==> src/rtl/key_sel_debounce_if.sv <==
// Button/selection bundle between the raw push-buttons and the divider key input.
// Optional btn_stable member exists only when KEY_SEL_STATUS_EN is defined.
interface key_sel_debounce_if;
  logic [3:0] btn;
  logic [3:0] key;
  logic       changed;
  logic       sel_state;
`ifdef KEY_SEL_STATUS_EN
  logic [3:0] btn_stable;
`endif

  // No valid/ready here: key is always valid; changed is a one-cycle qualifier marking a new key.
`ifdef KEY_SEL_STATUS_EN
  modport master (output btn, input key, input changed, input sel_state, input btn_stable);
  modport slave  (input btn, output key, output changed, output sel_state, output btn_stable);
`else
  modport master (output btn, input key, input changed, input sel_state);
  modport slave  (input btn, output key, output changed, output sel_state);
`endif
endinterface

==> src/rtl/key_sel_debounce.sv <==
// Synchronise and debounce four push-buttons, then latch a press as a one-hot divider key.
// Define KEY_SEL_STATUS_EN to drive the debounced levels out on bus.btn_stable.
module key_sel_debounce #(
  parameter int         DEB_CYCLES  = 1000000,
  parameter int         CNT_W       = 20,
  parameter logic [3:0] DEFAULT_KEY = 4'b0001
) (
  input logic               clk,
  input logic               rst,
  key_sel_debounce_if.slave bus
);

  typedef enum logic {ARMED = 1'b0, HELD = 1'b1} sel_state_t;

  localparam logic [CNT_W-1:0] CNT_LAST = CNT_W'(DEB_CYCLES - 1);

  logic [3:0]       s1, s2;
  logic [3:0]       stable, stable_d;
  logic [CNT_W-1:0] cnt [4];
  logic [3:0]       press, pick;
  sel_state_t       state, state_nxt;
  logic [3:0]       key_q, key_nxt;
  logic             changed_q, changed_nxt;

  always_ff @(posedge clk or negedge rst) begin
    if (!rst) begin
      s1 <= '0;
      s2 <= '0;
    end else begin
      s1 <= bus.btn;
      s2 <= s1;
    end
  end

  // A level is accepted only after DEB_CYCLES uninterrupted cycles away from the stable value.
  always_ff @(posedge clk or negedge rst) begin
    if (!rst) begin
      stable   <= '0;
      stable_d <= '0;
      for (int i = 0; i < 4; i++) cnt[i] <= '0;
    end else begin
      stable_d <= stable;
      for (int i = 0; i < 4; i++) begin
        if (s2[i] == stable[i]) begin
          cnt[i] <= '0;
        end else if (cnt[i] == CNT_LAST) begin
          stable[i] <= s2[i];
          cnt[i]    <= '0;
        end else begin
          cnt[i] <= cnt[i] + CNT_W'(1);
        end
      end
    end
  end

  assign press = stable & ~stable_d;
  // Two's-complement trick isolates the lowest set bit, giving btn[0] top priority.
  assign pick  = press & (~press + 4'd1);

  always_ff @(posedge clk or negedge rst) begin
    if (!rst) begin
      state     <= ARMED;
      key_q     <= DEFAULT_KEY;
      changed_q <= 1'b0;
    end else begin
      state     <= state_nxt;
      key_q     <= key_nxt;
      changed_q <= changed_nxt;
    end
  end

  always_comb begin
    state_nxt = state;
    case (state)
      ARMED:   if (|press) state_nxt = HELD;
      HELD:    if (stable == 4'b0000) state_nxt = ARMED;
      default: state_nxt = ARMED;
    endcase
  end

  always_comb begin
    key_nxt     = key_q;
    changed_nxt = 1'b0;
    if (state == ARMED && (|press) && pick != key_q) begin
      key_nxt     = pick;
      changed_nxt = 1'b1;
    end
  end

  assign bus.key       = key_q;
  assign bus.changed   = changed_q;
  assign bus.sel_state = state;
`ifdef KEY_SEL_STATUS_EN
  assign bus.btn_stable = stable;
`endif

endmodule

==> src/flat_wrapper.sv <==
// flat-port wrapper written by rule: the top's interface ports become plain ports
module key_sel_debounce_flat 
#(
  parameter int         DEB_CYCLES  = 1000000,
  parameter int         CNT_W       = 20,
  parameter logic [3:0] DEFAULT_KEY = 4'b0001
)
  (clk, rst, bus_btn, bus_key, bus_changed, bus_sel_state);
  key_sel_debounce_if bus_i ();
  input logic clk;
  input logic rst;
  input wire logic [$bits(bus_i.btn)-1:0] bus_btn;
  output wire logic [$bits(bus_i.key)-1:0] bus_key;
  output wire logic [$bits(bus_i.changed)-1:0] bus_changed;
  output wire logic [$bits(bus_i.sel_state)-1:0] bus_sel_state;
  assign bus_i.btn = bus_btn;
  assign bus_key = bus_i.key;
  assign bus_changed = bus_i.changed;
  assign bus_sel_state = bus_i.sel_state;
  key_sel_debounce #(.DEB_CYCLES(DEB_CYCLES), .CNT_W(CNT_W), .DEFAULT_KEY(DEFAULT_KEY)) u_core (.clk(clk), .rst(rst), .bus(bus_i));
endmodule
==> config.mk <==
export PLATFORM = sky130hd
export DESIGN_NAME = key_sel_debounce_flat
export DESIGN_NICKNAME = d
export VERILOG_FILES = /design/src/rtl/key_sel_debounce_if.sv /design/src/rtl/key_sel_debounce.sv /design/src/flat_wrapper.sv
export SDC_FILE = /design/constraint.sdc
export NUM_CORES = 1
export LEC_CHECK = 0
export CAP_MARGIN = 15
export CORE_UTILIZATION = 50
export CTS_BUF_LIST = sky130_fd_sc_hd__clkbuf_8
export CTS_CLUSTER_DIAMETER = 40
export CTS_CLUSTER_SIZE = 8
export DETAILED_ROUTE_END_ITERATION = 8
export PLACE_DENSITY = 0.68
export SYNTH_ARGS = -nofsm -noshare
export SYNTH_HDL_FRONTEND = slang
export SYNTH_SLANG_ARGS = --single-unit
==> constraint.sdc <==
create_clock -name clk -period 2.37 [get_ports clk]
set_clock_uncertainty 0.2 [all_clocks]
set_input_delay 0.474 -clock clk [delete_from_list [all_inputs] [get_ports clk]]
set_output_delay 0.474 -clock clk [all_outputs]
set_load 0.02 [all_outputs]
Word-level counts from Yosys, hierarchy flattened:

Index checks and enable logic that the tools add are counted.

* add/sub/neg operators: 5
* eq/ne operators: 9
* mux-type cells: 12
* bitwise operators: 9
* reduce and logical (&&, ||, !) cells: 8

Operator list (count)
* 2-to-1 mux 20 bit: 8
* adder 20 x 1 -> 20 bit (second input constant): 4
* == test 20 bit (second input constant): 4
* AND 4 bit: 2
* NOT 4 bit: 2
* AND reduction 2 bit: 4
* NOT 1 bit: 5
* adder 4 x 1 -> 4 bit (second input constant): 1
* == test 1 bit: 4
* logical NOT 4 bit: 1
* inequality test 4 bit: 1
* OR reduction 4 bit: 1
* 2-to-1 mux 1 bit: 3
* logical AND 1 bit: 2
* case mux 1 bit (2 select lines): 1

* bits in registers: 102
* output and inout port bits: 6
* logic and storage cells: 57

Logic depth before layout (Yosys ltp):

* depth after elaboration: 8
* mapped depth: 7
* mapped depth without buffers: 6

Worst setup path after synthesis:

OpenSTA, ideal clock, no wires.

* kind: reg-to-reg
* from: register u_core.cnt[35] in the netlist's numbering
* to: register u_core.cnt[36] in the netlist's numbering
* setup time: 119 ps
* data arrival time: 1342 ps
* setup slack: 709 ps
* stages on the path, launching flop included: 8
* path buffers: 2
* path through: dfrtp_1 > nor4b_1 > nand2_1 > nor3_2 > or2_1 > buf_6 > buf_8 > nor2_1

* word-level cells in the longest chain between the ends: 3

Ends and longest elaborated chain
* from (decl): RTL line key_sel_debounce.sv:19 `logic [CNT_W-1:0] cnt [4];`
* from (signal, indexed assignment): RTL line key_sel_debounce.sv:50 `cnt[i] <= cnt[i] + CNT_W'(1);`
* adder 20 x 1 -> 20 bit or == test 20 bit (tied branches): RTL line key_sel_debounce.sv:50, key_sel_debounce.sv:46
* 2-to-1 mux 20 bit *: RTL line key_sel_debounce.sv:46 `end else if (cnt[i] == CNT_LAST) begin`
* 2-to-1 mux 20 bit *: RTL line key_sel_debounce.sv:44 `if (s2[i] == stable[i]) begin`

Every way passes the cells marked *; elsewhere a longest branch is shown, timed or not.
A chain may end at the register's enable or synchronous reset.

Worst setup path in the final report:

* from: register u_core.key_q[0], in the netlist u_core.bus.key[0]
* to: output port bus_key[0]

RTL lines
* from (decl): RTL line key_sel_debounce.sv:22 `logic [3:0] key_q, key_nxt;`
* from (signal assigned): RTL line key_sel_debounce.sv:67 `key_q <= key_nxt;`
* to (decl): RTL line flat_wrapper.sv:13 `output wire logic [$bits(bus_i.key)-1:0] bus_key;`

No word-level cell between the ends.

==> out/results.ini <==
[logic_synthesis]
synth_cell_type_count=42
yosysSeqAreaShare_pct=53.9
synthFlopType=dfrtp_1
synth-seq-cells=102
synthCells=453
syn-cell-area_um2=4740
avgSynthCellArea_um2=10.5
yosysWarnings=0
synthArstFlopShare_pct=100
synth_nets=463
synth_enable_flop_cells=0

[cts]
clock_path_buffers=2
numCtsBuffers=9
cts_resized=0
clk_pin_slew_ns=0.09
clkSinkCount=102
cts_tree=yes
worstSkewPairLatency_ns=0.36
cts_max_level=3
cts_root_buf=clkbuf_8

[pwr]
switching_share_pct=22.8
powerDensity_nw_per_um2=571
max-vdd-ir-drop_v=0.000318
power_switching_mw=0.673
p_clk_share_pct=35.7
intPower_mw=2.28
comb_power_share_pct=3.9
p_seq_share_pct=60.4
p_leak_nw=2.31

[place]
place.gp.congestion=0.755
hpwl_um=5360
place_area_um2=4980
io_buffer_count=11

[setup_path]
path_max_fanout=5
endpoint_kind=output pin
cpMaxStageDelayCell=clkdlybuf4s50_1
cp.arrival_ns=1.55
worstSetupPathType=register to output pin
crit_family=buffers and inverters
crit_buf_inv=1
worst_setup_path_start_kind=register
required_ns=1.70
max_stage_delay_ns=0.63
crit_chain=clkdlybuf4s50_1

[floorplan]
coreArea_um2=9200
die_y_um=99.4
die_w_um=99.4
initial_core_util_pct=51.6
fp-row-count=35
ios=12
die_area_um2=9880

[finish]
fin_area_um2=5180
antenna_cells=0
drive_gt1_share_pct=10.0
syn2layout_area_growth_pct=9.24
fillers=796
nNetsFinal=485

[drt]
drt-total-wl_um=7660
via_per_inst=5.27
drcViolationCount=0
drtPass1Iterations=4
drt-initial-drc-count=97
vias=3111
antenna_left=0
wl_per_cell_um=13.0

[timing]
worstMarginPinSlew_ns=0.522
hold_viol=0
setup_viol=0
finalSetupTns_ns=0
timing.fmax_ghz=0.450
final-max-slew-violation-count=0
rsz0062_at_grt=no
finalCriticalPeriod_ns=2.22
period_share_pct=93.7
max_slew_margin_pct=65.2

[global_route]
grt_pass1_wl_um=13500
grt_start_max_net_pins=42
grt_pass1_vias=3003
track_usage_pct=17.2
antenna_found_initial=0
overflow=0

[run]
max_cap_viol_count=0

[worst_hold_path]
min_path_type=register to register

[status]
status=complete, no violations

[through the flow]
step           instances  worst slack [ns]  power [mW]  utilization [%]  hold slack, ns
4_1_cts              590             0.110        3.00             56.3           0.163
6_report             590             0.149        2.95             56.3           0.159
3_3_place_gp         574             0.517        1.93             54.2           0.134
3_5_place_dp         574             0.416        1.94             54.2           0.141
2_1_floorplan        453             0.709        1.88                -         -0.0216
5_1_grt              590            0.0723        3.09             56.3           0.164
[synth_stat cells (all sizes together) (2+ instances only)]
master | count | area, µm²
a21oi | 3 | 15.0
and2 | 3 | 18.8
and3 | 10 | 62.6
and4 | 5 | 46.3
buf | 8 | 71.3
dfrtp | 101 | 2530
ha | 4 | 50.1
inv | 9 | 33.8
mux2 | 5 | 56.3
nand2 | 36 | 138
nand2b | 3 | 18.8
nand3 | 34 | 170
nand4 | 19 | 155
nor2 | 97 | 367
nor3 | 10 | 80.1
nor4 | 8 | 77.6
nor4b | 2 | 17.5
nor4bb | 3 | 30.0
o21ai | 2 | 10.0
o41ai | 2 | 17.5
or2 | 5 | 31.3
xnor2 | 20 | 175
xor2 | 56 | 490
[per-layer routing]
metal | vias to the layer above | wire [µm] | GRT usage [%]
li1 | 1557 | - | -
met1 | 1518 | 3740 | 23.0
met2 | 34 | 3650 | 27.6
met3 | 2 | 240 | 5.41
met4 | 0 | 29 | 3.96
met5 | - | 0 | 0
[placed cells by master (no fill, tap or decap), types with 2 or more instances in the layout]
cell,netlist,routed
and3_1,10,10
inv_1,9,9
dfrtp_1,101,101
a21oi_1,3,3
and4_1,4,4
xnor2_1,20,20
clkdlybuf4s50_1,0,10
and2_1,3,3
nand4_4,2,2
or2_1,2,2
nand2b_1,3,3
clkinvlp_4,0,2
xor2_1,56,56
mux2_2,5,5
nor4bb_1,3,3
nor4_2,2,2
o41ai_1,2,2
nor3_1,4,4
or2_2,3,3
buf_4,6,7
nor2_1,96,96
ha_1,4,4
nand2_1,35,35
clkbuf_8,0,9
clkinv_2,0,2
nor4_1,5,5
nor4b_1,2,2
nor3_2,6,6
nand4_1,16,16
nand3_1,34,34
o21ai_0,2,2
[repair_timing]
item                                    4_1_cts  5_1_grt
endpoints found under the setup margin        0        0
buffers inserted                              0        0
hold buffers                                  1        0
hold endpoints to repair                     36        0
[power groups by stage]
stage / clock network (mW) / registers (mW) / logic (mW)
2_1_floorplan: 0 / 1.82 / 0.0614
3_3_place_gp: 0 / 1.82 / 0.116
3_5_place_dp: 0 / 1.82 / 0.117
4_1_cts: 1.10 / 1.78 / 0.119
5_1_grt: 1.17 / 1.79 / 0.133
6_report: 1.06 / 1.78 / 0.115
[flip-flops by register name, indices dropped and copies added (netlist names)]
name and flops:
u_core.cnt 80, u_core.stable 4, u_core.s1 4, u_core.bus.sel_state 1
u_core.stable_d 4, u_core.bus.changed 1, u_core.s2 4, u_core.bus.key 4
[cell families (layout without fill, tap and decap cells)]
logic type | Yosys count | in the layout | share of synthesized area [%]
simple gates | 239 | 239 | 26.2
flops | 102 | 102 | 53.9
xor+xnor | 76 | 76 | 14.0
buf+inv | 17 | 43 | 2.22
compound gates | 10 | 10 | 1.43
mux | 5 | 5 | 1.19
fa+ha+maj | 4 | 4 | 1.06
[path summary, 6_finish.rpt]
path / slack (ns) / startpoint / endpoint / cells past startpoint
min in group asynchronous: 0.43 / rst / u_core.cnt[40]$_DFF_PN0_ / 2
worst max-delay path: 0.15 / u_core.bus.key[0]$_DFFE_PN1P_ / bus_key[0] / 1
worst min register to register: 0.16 / u_core.s1[1]$_DFF_PN0_ / u_core.s2[1]$_DFF_PN0_ / 0
max in group asynchronous: 0.96 / rst / u_core.s2[3]$_DFF_PN0_ / 3
worst max register to register: 0.43 / u_core.cnt[40]$_DFF_PN0_ / u_core.cnt[46]$_DFF_PN0_ / 5
worst min-delay path: 0.16 / u_core.s1[1]$_DFF_PN0_ / u_core.s2[1]$_DFF_PN0_ / 0
[final cells by class]
class                   count  area [µm²]  share of cell area (%)
well taps                 111         139                    2.68
inverters                   9        33.8                   0.652
clock inverters             6        63.8                    1.23
repair buffers             19         183                    3.53
clock buffers               9         124                    2.39
multi-input cells         334        2080                    40.2
flip-flops and latches    102        2550                    49.3
Power figures use the tool's default switching activity.
